`config.mk`:
```
export PLATFORM = sky130hd
export DESIGN_NAME = prog_loader
export DESIGN_NICKNAME = d
export VERILOG_FILES = /design/src/rtl/prog_loader.sv
export SDC_FILE = /design/constraint.sdc
export NUM_CORES = 1
export LEC_CHECK = 0
export CAP_MARGIN = 15
export CORE_MARGIN = 2
export CORE_UTILIZATION = 45
export CTS_BUF_LIST = sky130_fd_sc_hd__clkbuf_8
export CTS_CLUSTER_DIAMETER = 50
export CTS_CLUSTER_SIZE = 12
export DETAILED_ROUTE_END_ITERATION = 8
export GPL_TIMING_DRIVEN = 0
export HOLD_SLACK_MARGIN = 0.03
export PLACE_DENSITY = 0.68
export SETUP_SLACK_MARGIN = 0.3
export SLEW_MARGIN = 5
export SYNTH_ARGS = -nofsm -noshare
export SYNTH_HDL_FRONTEND = slang
export SYNTH_SLANG_ARGS = --single-unit
```
`constraint.sdc`:
```
create_clock -name clk -period 3.4 [get_ports clk]
set_input_delay 0.68 -clock clk [delete_from_list [all_inputs] [get_ports clk]]
set_output_delay 0.68 -clock clk [all_outputs]
set_load 0.02 [all_outputs]
```
`src/rtl/prog_loader.sv`:
```
// Program loader: byte-stream frame receiver that fills CPU instruction memory
// with nibbles and releases the CPU once the XOR checksum matches.
module prog_loader #(
  parameter int          ADDR_W = 4,
  parameter logic [7:0]  SYNC   = 8'hA5
) (
  input  logic              clk,
  input  logic              reset,
  input  logic              in_valid,
  input  logic [7:0]        in_data,
  output logic              in_ready,
  input  logic              reload,
  output logic              mem_we,
  output logic [ADDR_W-1:0] mem_addr,
  output logic [3:0]        mem_wdata,
  output logic              cpu_run,
  output logic              done,
  output logic              err
);

  localparam logic [7:0] MAXLEN = 8'(1 << (ADDR_W-1));

  typedef enum logic [2:0] {
    S_IDLE, S_LEN, S_DHI, S_DLO, S_CSUM, S_DONE, S_ERR
  } state_t;

  state_t            state, state_d;
  logic [ADDR_W-1:0] cnt, cnt_d;
  logic [ADDR_W-1:0] len, len_d;
  logic [ADDR_W-1:0] cnt_inc;
  logic [7:0]        csum, csum_d;
  logic [3:0]        lat, lat_d;
  logic              we_d;
  logic [ADDR_W-1:0] addr_d;
  logic [3:0]        wdata_d;
  logic              rdy;
  logic              acc;
  logic              len_ok;

  always_ff @(posedge clk or negedge reset) begin
    if (!reset) begin
      state     <= S_IDLE;
      cnt       <= '0;
      len       <= '0;
      csum      <= '0;
      lat       <= '0;
      mem_we    <= 1'b0;
      mem_addr  <= '0;
      mem_wdata <= '0;
    end else begin
      state     <= state_d;
      cnt       <= cnt_d;
      len       <= len_d;
      csum      <= csum_d;
      lat       <= lat_d;
      mem_we    <= we_d;
      mem_addr  <= addr_d;
      mem_wdata <= wdata_d;
    end
  end

  assign acc     = in_valid & rdy & ~reload;
  assign cnt_inc = cnt + 1'b1;
  assign len_ok  = (in_data != 8'd0) && (in_data <= MAXLEN);

  always_comb begin
    state_d = state;
    cnt_d   = cnt;
    len_d   = len;
    csum_d  = csum;
    lat_d   = lat;
    we_d    = 1'b0;
    addr_d  = mem_addr;
    wdata_d = mem_wdata;
    if (reload) begin
      state_d = S_IDLE;
    end else begin
      unique case (state)
        S_IDLE, S_ERR: begin
          if (acc && in_data == SYNC) begin
            csum_d  = '0;
            cnt_d   = '0;
            state_d = S_LEN;
          end
        end
        S_LEN: begin
          if (acc) begin
            if (len_ok) begin
              len_d   = in_data[ADDR_W-1:0];
              state_d = S_DHI;
            end else begin
              state_d = S_ERR;
            end
          end
        end
        S_DHI: begin
          if (acc) begin
            lat_d   = in_data[3:0];
            csum_d  = csum ^ in_data;
            we_d    = 1'b1;
            addr_d  = {cnt[ADDR_W-2:0], 1'b0};
            wdata_d = in_data[7:4];
            state_d = S_DLO;
          end
        end
        S_DLO: begin
          we_d    = 1'b1;
          addr_d  = {cnt[ADDR_W-2:0], 1'b1};
          wdata_d = lat;
          cnt_d   = cnt_inc;
          state_d = (cnt_inc == len) ? S_CSUM : S_DHI;
        end
        S_CSUM: begin
          if (acc)
            state_d = (in_data == csum) ? S_DONE : S_ERR;
        end
        S_DONE: ;
        default: state_d = S_IDLE;
      endcase
    end
  end

  always_comb begin
    rdy  = 1'b0;
    done = 1'b0;
    err  = 1'b0;
    unique case (state)
      S_IDLE, S_LEN, S_DHI, S_CSUM: rdy = 1'b1;
      S_ERR: begin
        rdy = 1'b1;
        err = 1'b1;
      end
      S_DONE: done = 1'b1;
      default: ;
    endcase
  end

  // Hold ready low while reset is asserted so all outputs read zero.
  assign in_ready = rdy & reset;
  assign cpu_run  = done;

endmodule

```
Word-level counts from Yosys, hierarchy flattened --
Index checks and enable logic that the tools add are counted. W data, S select, Z words.
Word-level totals: flip-flop bits (word level) 32, output and inout bits 13, word-level logic and storage cells 70
Operators by class: add/subtract/negate cells 1, magnitude comparators 1, eq/ne operators 16, mux-type cells 24, bitwise gates (word level) 5, reductions and logical operators 15
Operators with widths (count):
- $pmux W4 S2 | 3
- $mux W3 | 7
- $pmux W3 S6 | 1
- $mux W8 | 2
- $pmux W8 S2 | 1
- $mux W4 | 3
- $ne A3 B3 Y1 const B | 4
- $eq A3 B3 Y1 const B | 3
- $reduce_and A3 Y1 | 3
- $eq A8 B8 Y1 | 1
- $eq A8 B8 Y1 const B | 1
- $le A8 B4 Y1 const B | 1
- $reduce_and A4 Y1 | 2
- $reduce_bool A8 Y1 | 1
- $xor A8 B8 Y8 | 1
- $eq A3 B2 Y1 const B | 2
- $ne A2 B2 Y1 const B | 3
- $reduce_bool A2 Y1 | 3
- $mux W1 | 5
- $reduce_and A5 Y1 | 1
- $reduce_or A5 Y1 | 1
- $add A4 B1 Y4 const B | 1
- $eq A4 B4 Y1 | 1
- $and A1 B1 Y1 | 3
- other kinds (7) | 8

Depth between registers and ports, before layout --
Gate-level depths: netlist (run 1).
depth in word-level cells 9, depth in mapped cells 8

Least setup slack after synthesis (run 1) --
No wires, ideal clock.
path kind input to register, start input in_data[2], end register len[0], library setup time 0.125 ns, data arrival time 1.985 ns, data required time 3.275 ns, slack 1.290 ns, stages on the path 5, path through buf_2 or4_4 and3_1 nand4_1 mux2_2
Between the ends: word-level cells in the longest chain between the ends 3, elaborated cells between the ends (all ways) 4, those cells by class order compare: 1; reduce/logical: 3
Ends and longest elaborated chain:
- from (decl) | RTL line 10 | input logic [7:0] in_data,
- $le A8 B4 Y1 / $reduce_bool A8 Y1 (equally long branches) | RTL line 64 | assign len_ok = (in_data != 8'd0) && (in_data <= MAXLEN);
- $logic_and A1 B1 Y1 (*) | RTL line 64
- $reduce_and A4 Y1 (no line) (*)
- to (signal assigned) | RTL line 53 | len <= len_d;
- to (decl) | RTL line 29 | logic [ADDR_W-1:0] len, len_d;
Mark *: on every way between the ends. The rest lies on a longest branch, timed or not. A chain may end at the register's enable or synchronous reset.

Final worst setup path (run 1) --
start register state[2], end output done
Between the ends: word-level cells in the longest chain between the ends 2
Ends and longest elaborated chain:
- from (decl) | RTL line 27 | state_t state, state_d;
- from (signal assigned) | RTL line 51 | state <= state_d;
- $eq A3 B3 Y1 | RTL line 127 | unique case (state)
- $mux W1 | RTL line 127
- to (decl) | RTL line 17 | output logic done,
No other way between the ends.

==> flow_metrics.tcl, run 1 <==
set metrics [dict create \
    run_status "finished, final reports clean" \
    grt_max_degree 34 \
    syn_area_sq_mm 0.00181 \
    wl_met1_um 1730 \
    dr_wl_met2_um 1940 \
    synth.avg_cell_area_sq_um 9.84 \
    crit_arrival_ns 2.25 \
    ys_ff_latch 32 \
    setup_violations 0 \
    async_reset_ff_share_pct 100 \
    clk_pin_slew_ns 0.07 \
    drc 0 \
    fillCellCount 370 \
    antenna_found_initial 0 \
    min_path_type "in -> async" \
    die_h_um 67.4 \
    wl_met3_um 189 \
    worstPathRequired_ns 2.72 \
    dieWidth_um 67.4 \
    cap_violations 0 \
    synth_ff_type "dfrtp_1" \
    top_layer "met4" \
    grt_pass1_wl_um 6850 \
    fp-row-count 23 \
    grt_pass1_vias 1474 \
    rr_worst_depth 5 \
    grt_usage_pct 20.7 \
    start_util_pct 45.9 \
    diodes 0 \
    max_slew_margin_pct 50.3 \
    vias 1422 \
    path_max_fanout 10 \
    design.portCount 25 \
    postCtsResizedCells 0 \
    final_util_pct 54.7 \
    cts-htree-levels 2 \
    numCtsBuffers 5 \
    place_congestion 0.883 \
    cts_setup_buffers 0 \
    dieArea_sq_mm 0.00455 \
    via_per_inst 5.43 \
    clkLatencyLatePin_ns 0.28 \
    rsz0062_at_grt "false" \
    clock_path_buffers 2 \
    postCtsHoldBufs 0 \
    start_kind "flop" \
    synth.distinct_cells 49 \
    dr.pass1.iters 4 \
    tritoncts "built" \
    worstReg2RegStart "state[1]" \
    yosysSeqAreaShare_pct 44.2 \
    total_power_w 0.00130 \
    yosys_warnings 0 \
    fin_skew_ns 0.00866 \
    drtIter0Drc 82 \
    synth_cells 184 \
    path_class "reg -> out" \
    wl_per_cell_um 15.0 \
    core_sq_mm 0.00394 \
    regToRegSetupSlack_ns 1.34 \
    tightest_slew_ns 0.745 \
    ir_drop_mv 0.377 \
    io_buffers 21 \
    dp_hpwl_um 2920 \
    ant_nets 0 \
    p_per_area_mw_per_mm2 604 \
    area_delta_synth_final_pct 19.1 \
    timing.rr.end "len[2]" \
    dpl.cell_count 255 \
    fin_cells 262 \
    cellLeakagePower_nw 1.01 \
    tns_ns 0 \
    drive_gt1_share_pct 13.7 \
    clock.fmax_mhz 342 \
    nets 225 \
    cp-end-kind "output pin" \
    finalCritPeriodShare_pct 86.0 \
    cts_root_buf "clkbuf_8" \
    grt_remaining_overflow 0 \
    fin_crit_ns 2.93 \
    slew_violations 0 \
    synth_edf_count 0 \
    hold_viol 0 \
    clock_sinks 32 \
    synth_nets 197 \
    routed_wl_um 3920 \
]
## worst max-delay path by stage
stage | slack [ns] | start | cells past startpoint | to
after floorplan | 1.29 | in_data[2] | 5 | len[0]
after global placement | -0.32 | reset | 3 | in_ready
after detailed placement | 0.59 | reset | 3 | in_ready
after CTS | 0.46 | state[2] | 5 | done
after global routing | 0.31 | state[2] | 5 | done
final | 0.47 | state[2] | 5 | done
## layout by cell type, fill, tap and decap left out, types with 3 or more instances in the layout
cell	n
xor2_1	3
buf_2	5
dfrtp_1	32
nand4_1	4
clkdlybuf4s50_1	20
inv_1	5
mux2i_1	5
a21oi_1	12
mux2_2	6
clkbuf_8	5
nor2_1	6
o21a_1	4
o21ai_0	14
xnor2_1	13
nand2_1	26
a21o_1	4
and2_1	3
## cell usage after synthesis, types with 3 or more instances
library cell	number	area (sq um)
and2_1	3	18.8
mux2_2	6	67.6
nand4_1	4	25.0
nand2_1	26	97.6
xnor2_1	13	114
mux2i_1	5	50.1
dfrtp_1	32	801
o21a_1	4	30.0
buf_2	4	20.0
inv_1	4	15.0
o21ai_0	14	70.1
a21oi_1	12	60.1
xor2_1	3	26.3
a21o_1	4	30.0
nor2_1	6	22.5
## final cells by class
type / instances / area [sq um] / area share, %
multi-input combinational: 138 / 930 / 43.1
sequential: 32 / 801 / 37.1
timing repair buffer: 21 / 205 / 9.52
clock buffer: 5 / 68.8 / 3.19
buffer: 10 / 65.1 / 3.02
tap: 50 / 62.6 / 2.90
inverter: 4 / 15.0 / 0.696
clock inverter: 2 / 8.76 / 0.406
## worst max-delay path: stages (launching register included)
cell and delay (ns):
dfrtp_1 0.47, clkbuf_1 0.35, nor2b_1 0.28, and2_1 0.18
buf_4 0.10, clkdlybuf4s50_1 0.58
## sequential cells by signal (all words and copies together), names as in the netlist
register   flops
lat            4
len            4
state          3
mem_addr       4
cnt            4
csum           8
mem_we         1
mem_wdata      4
## kinds of logic (layout without fill, tap and decap cells)
| logic type | Yosys count | count (layout) | share of synthesized area, % |
|---|---|---|---|
| AO/OA/AOI/OAI | 45 | 45 | 15.6 |
| XOR/XNOR | 16 | 16 | 7.74 |
| adder cells (fa/ha/maj) | 2 | 2 | 1.24 |
| buffers and inverters | 14 | 42 | 4.42 |
| flip-flops | 32 | 32 | 44.2 |
| multiplexers | 12 | 12 | 7.33 |
| AND/OR/NAND/NOR | 63 | 63 | 19.5 |
## routing by layer
layer  global-route usage, %  vias up
met2                    34.2       31
met4                    8.42        0
li1                        -      703
met3                    6.50        6
met1                    25.0      682
met5                       0        -
## through the flow
step	worst slack [ns]	hold WS (ns)	cell area, sq um
floorplan	1.29	0.384	1810
global placement	-0.320	0.457	2080
detailed placement	0.595	0.462	2080
CTS	0.461	0.474	2160
global route	0.306	0.495	2160
finish	0.475	0.456	2160
## power breakdown
part	internal, W	total (W)	switching, W
registers	0.000483	0.000563	0.0000794
logic	0.000221	0.000467	0.000246
clock network	0.000136	0.000272	0.000136
total	0.000840	0.00130	0.000462
No activity file was read; power rests on OpenSTA's default activity.
==> run 2, diff against run 1 <==
CTS_BUF_LIST = not set   (was sky130_fd_sc_hd__clkbuf_8)
==> run 2 against run 1 <==
Net effect:
- sequential share of layout area did not move
- routed wire length about the same
- global-route usage unchanged
==> flow_metrics.tcl, run 2 (synthesis results as in run 1) <==
set metrics [dict create \
    clock_sinks 32 \
    final_util_pct 54.7 \
    rsz0062_at_grt "false" \
    vias 1422 \
    regMostFlops "csum" \
    setup_violations 0 \
    ff_latch_area_sq_um 801 \
    cp-end-kind "output pin" \
    tightest_slew_ns 0.746 \
    grt_max_degree 34 \
    max_slew_margin_pct 50.2 \
    dp_hpwl_um 2920 \
    worstPathRequired_ns 2.72 \
    drive_gt1_share_pct 13.7 \
    postCtsHoldBufs 0 \
    path_max_fanout 10 \
    dieWidth_um 67.4 \
    p_sw_w 0.000462 \
    p_per_area_mw_per_mm2 605 \
    grt_pass1_vias 1474 \
    antenna_found_initial 0 \
    clock_path_buffers 2 \
    power_frac_comb_pct 35.7 \
    power_frac_clock_pct 21.2 \
    drc 0 \
    dr.pass1.iters 4 \
    multi_input_area_sq_um 930 \
    nets 225 \
    fin_skew_ns 0.00886 \
    design.portCount 25 \
    postCtsResizedCells 0 \
    grt_pass1_wl_um 6850 \
    fp-row-count 23 \
    ant_nets 0 \
    total_power_w 0.00131 \
    layout_common_cells "dfrtp_1 (32), nand2_1 (26), clkdlybuf4s50_1 (20), o21ai_0 (14), xnor2_1 (13)" \
    cap_violations 0 \
    internal_power_w 0.000843 \
    grt_usage_pct 20.7 \
    largest_reg_flops 8 \
    clkLatencyLatePin_ns 0.28 \
    fin_crit_ns 2.93 \
    fillCellCount 370 \
    cts-htree-levels 2 \
    dieArea_sq_mm 0.00455 \
    worstReg2RegStart "state[1]" \
    final_common_cell "dfrtp_1" \
    die_h_um 67.4 \
    seqPwrFrac_pct 43.1 \
    slew_violations 0 \
    drtIter0Drc 82 \
    start_kind "flop" \
    clock.fmax_mhz 341 \
    wl_per_cell_um 15.0 \
    fin_ws_ns 0.470 \
    routed_wl_um 3930 \
    start_util_pct 45.9 \
    hold_viol 0 \
    clk_pin_slew_ns 0.07 \
    path_class "reg -> out" \
    core_sq_mm 0.00394 \
    finalCritPeriodShare_pct 86.2 \
    p_sw_share_pct 35.4 \
    cellLeakagePower_nw 1.01 \
    via_per_inst 5.43 \
    crit_arrival_ns 2.25 \
    regToRegSetupSlack_ns 1.34 \
    tritoncts "built" \
    grt_remaining_overflow 0 \
    numCtsBuffers 5 \
    pre_cts_slack_ns 0.595 \
    io_buffers 21 \
    cts_root_buf "clkbuf_8" \
    run_status "finished, final reports clean" \
    ir_drop_mv 0.387 \
    area_delta_synth_final_pct 19.1 \
    cts_setup_buffers 0 \
    worstSetupStartpoint "state[2]" \
    place_congestion 0.883 \
    diodes 0 \
    min_path_type "in -> async" \
]
## run 2: cell count changes in the layout (fill, tap and decap cells not counted), sizes merged
cell	change
clkbuf	+1
inv	-1
## run 2: critical path, cell delays in order (launching register included)
cell and delay (ns):
dfrtp_1 0.47, clkbuf_1 0.35, nor2b_1 0.28, and2_1 0.18, buf_4 0.10, clkdlybuf4s50_1 0.58
## run 2: routing by layer
metal  track usage, %  up-vias  share of wire [%]
met2             34.2       22                 50
met1             25.0      691                 45
met4             8.42        0                1.5
met3             6.50        6                4.1
li1                 -      703                  -
met5                0        -                  0
## run 2: layout make-up
cell class	instances	share of cell area, %
Buffer	10	3.02
Clock buffer	6	3.37
Clock inverter	1	0.232
Inverter	4	0.696
Multi-Input combinational cell	138	43.1
Sequential cell	32	37.1
Tap cell	50	2.90
Timing Repair Buffer	21	9.52
## run 2: stage by stage
stage	instances	cell area, sq um	hold WS (ns)	TNS [ns]
final	262	2160	0.455	0
after global routing	262	2160	0.495	0
after CTS	262	2160	0.474	0
after detailed placement	255	2080	0.462	0
after global placement	255	2080	0.457	-0.320
after floorplan	184	1810	0.384	0
## run 2: power by group through the flow
stage	sequential, W	combinational [W]	clock (W)
6_report	0.000563	0.000466	0.000276
5_1_grt	0.000578	0.000520	0.000303
4_1_cts	0.000563	0.000470	0.000282
3_5_place_dp	0.000570	0.000467	0
3_3_place_gp	0.000560	0.000454	0
2_1_floorplan	0.000576	0.000314	0
## run 2: path summary, 6_finish.rpt
| path | endpoint | cells past startpoint |
|---|---|---|
| min in group clk | lat[2] | 2 |
| min reg2reg | lat[2] | 2 |
| max reg2reg | len[2] | 5 |
| min | cnt[2] | 1 |
| max | done | 5 |
| max in group asynchronous | csum[3] | 1 |
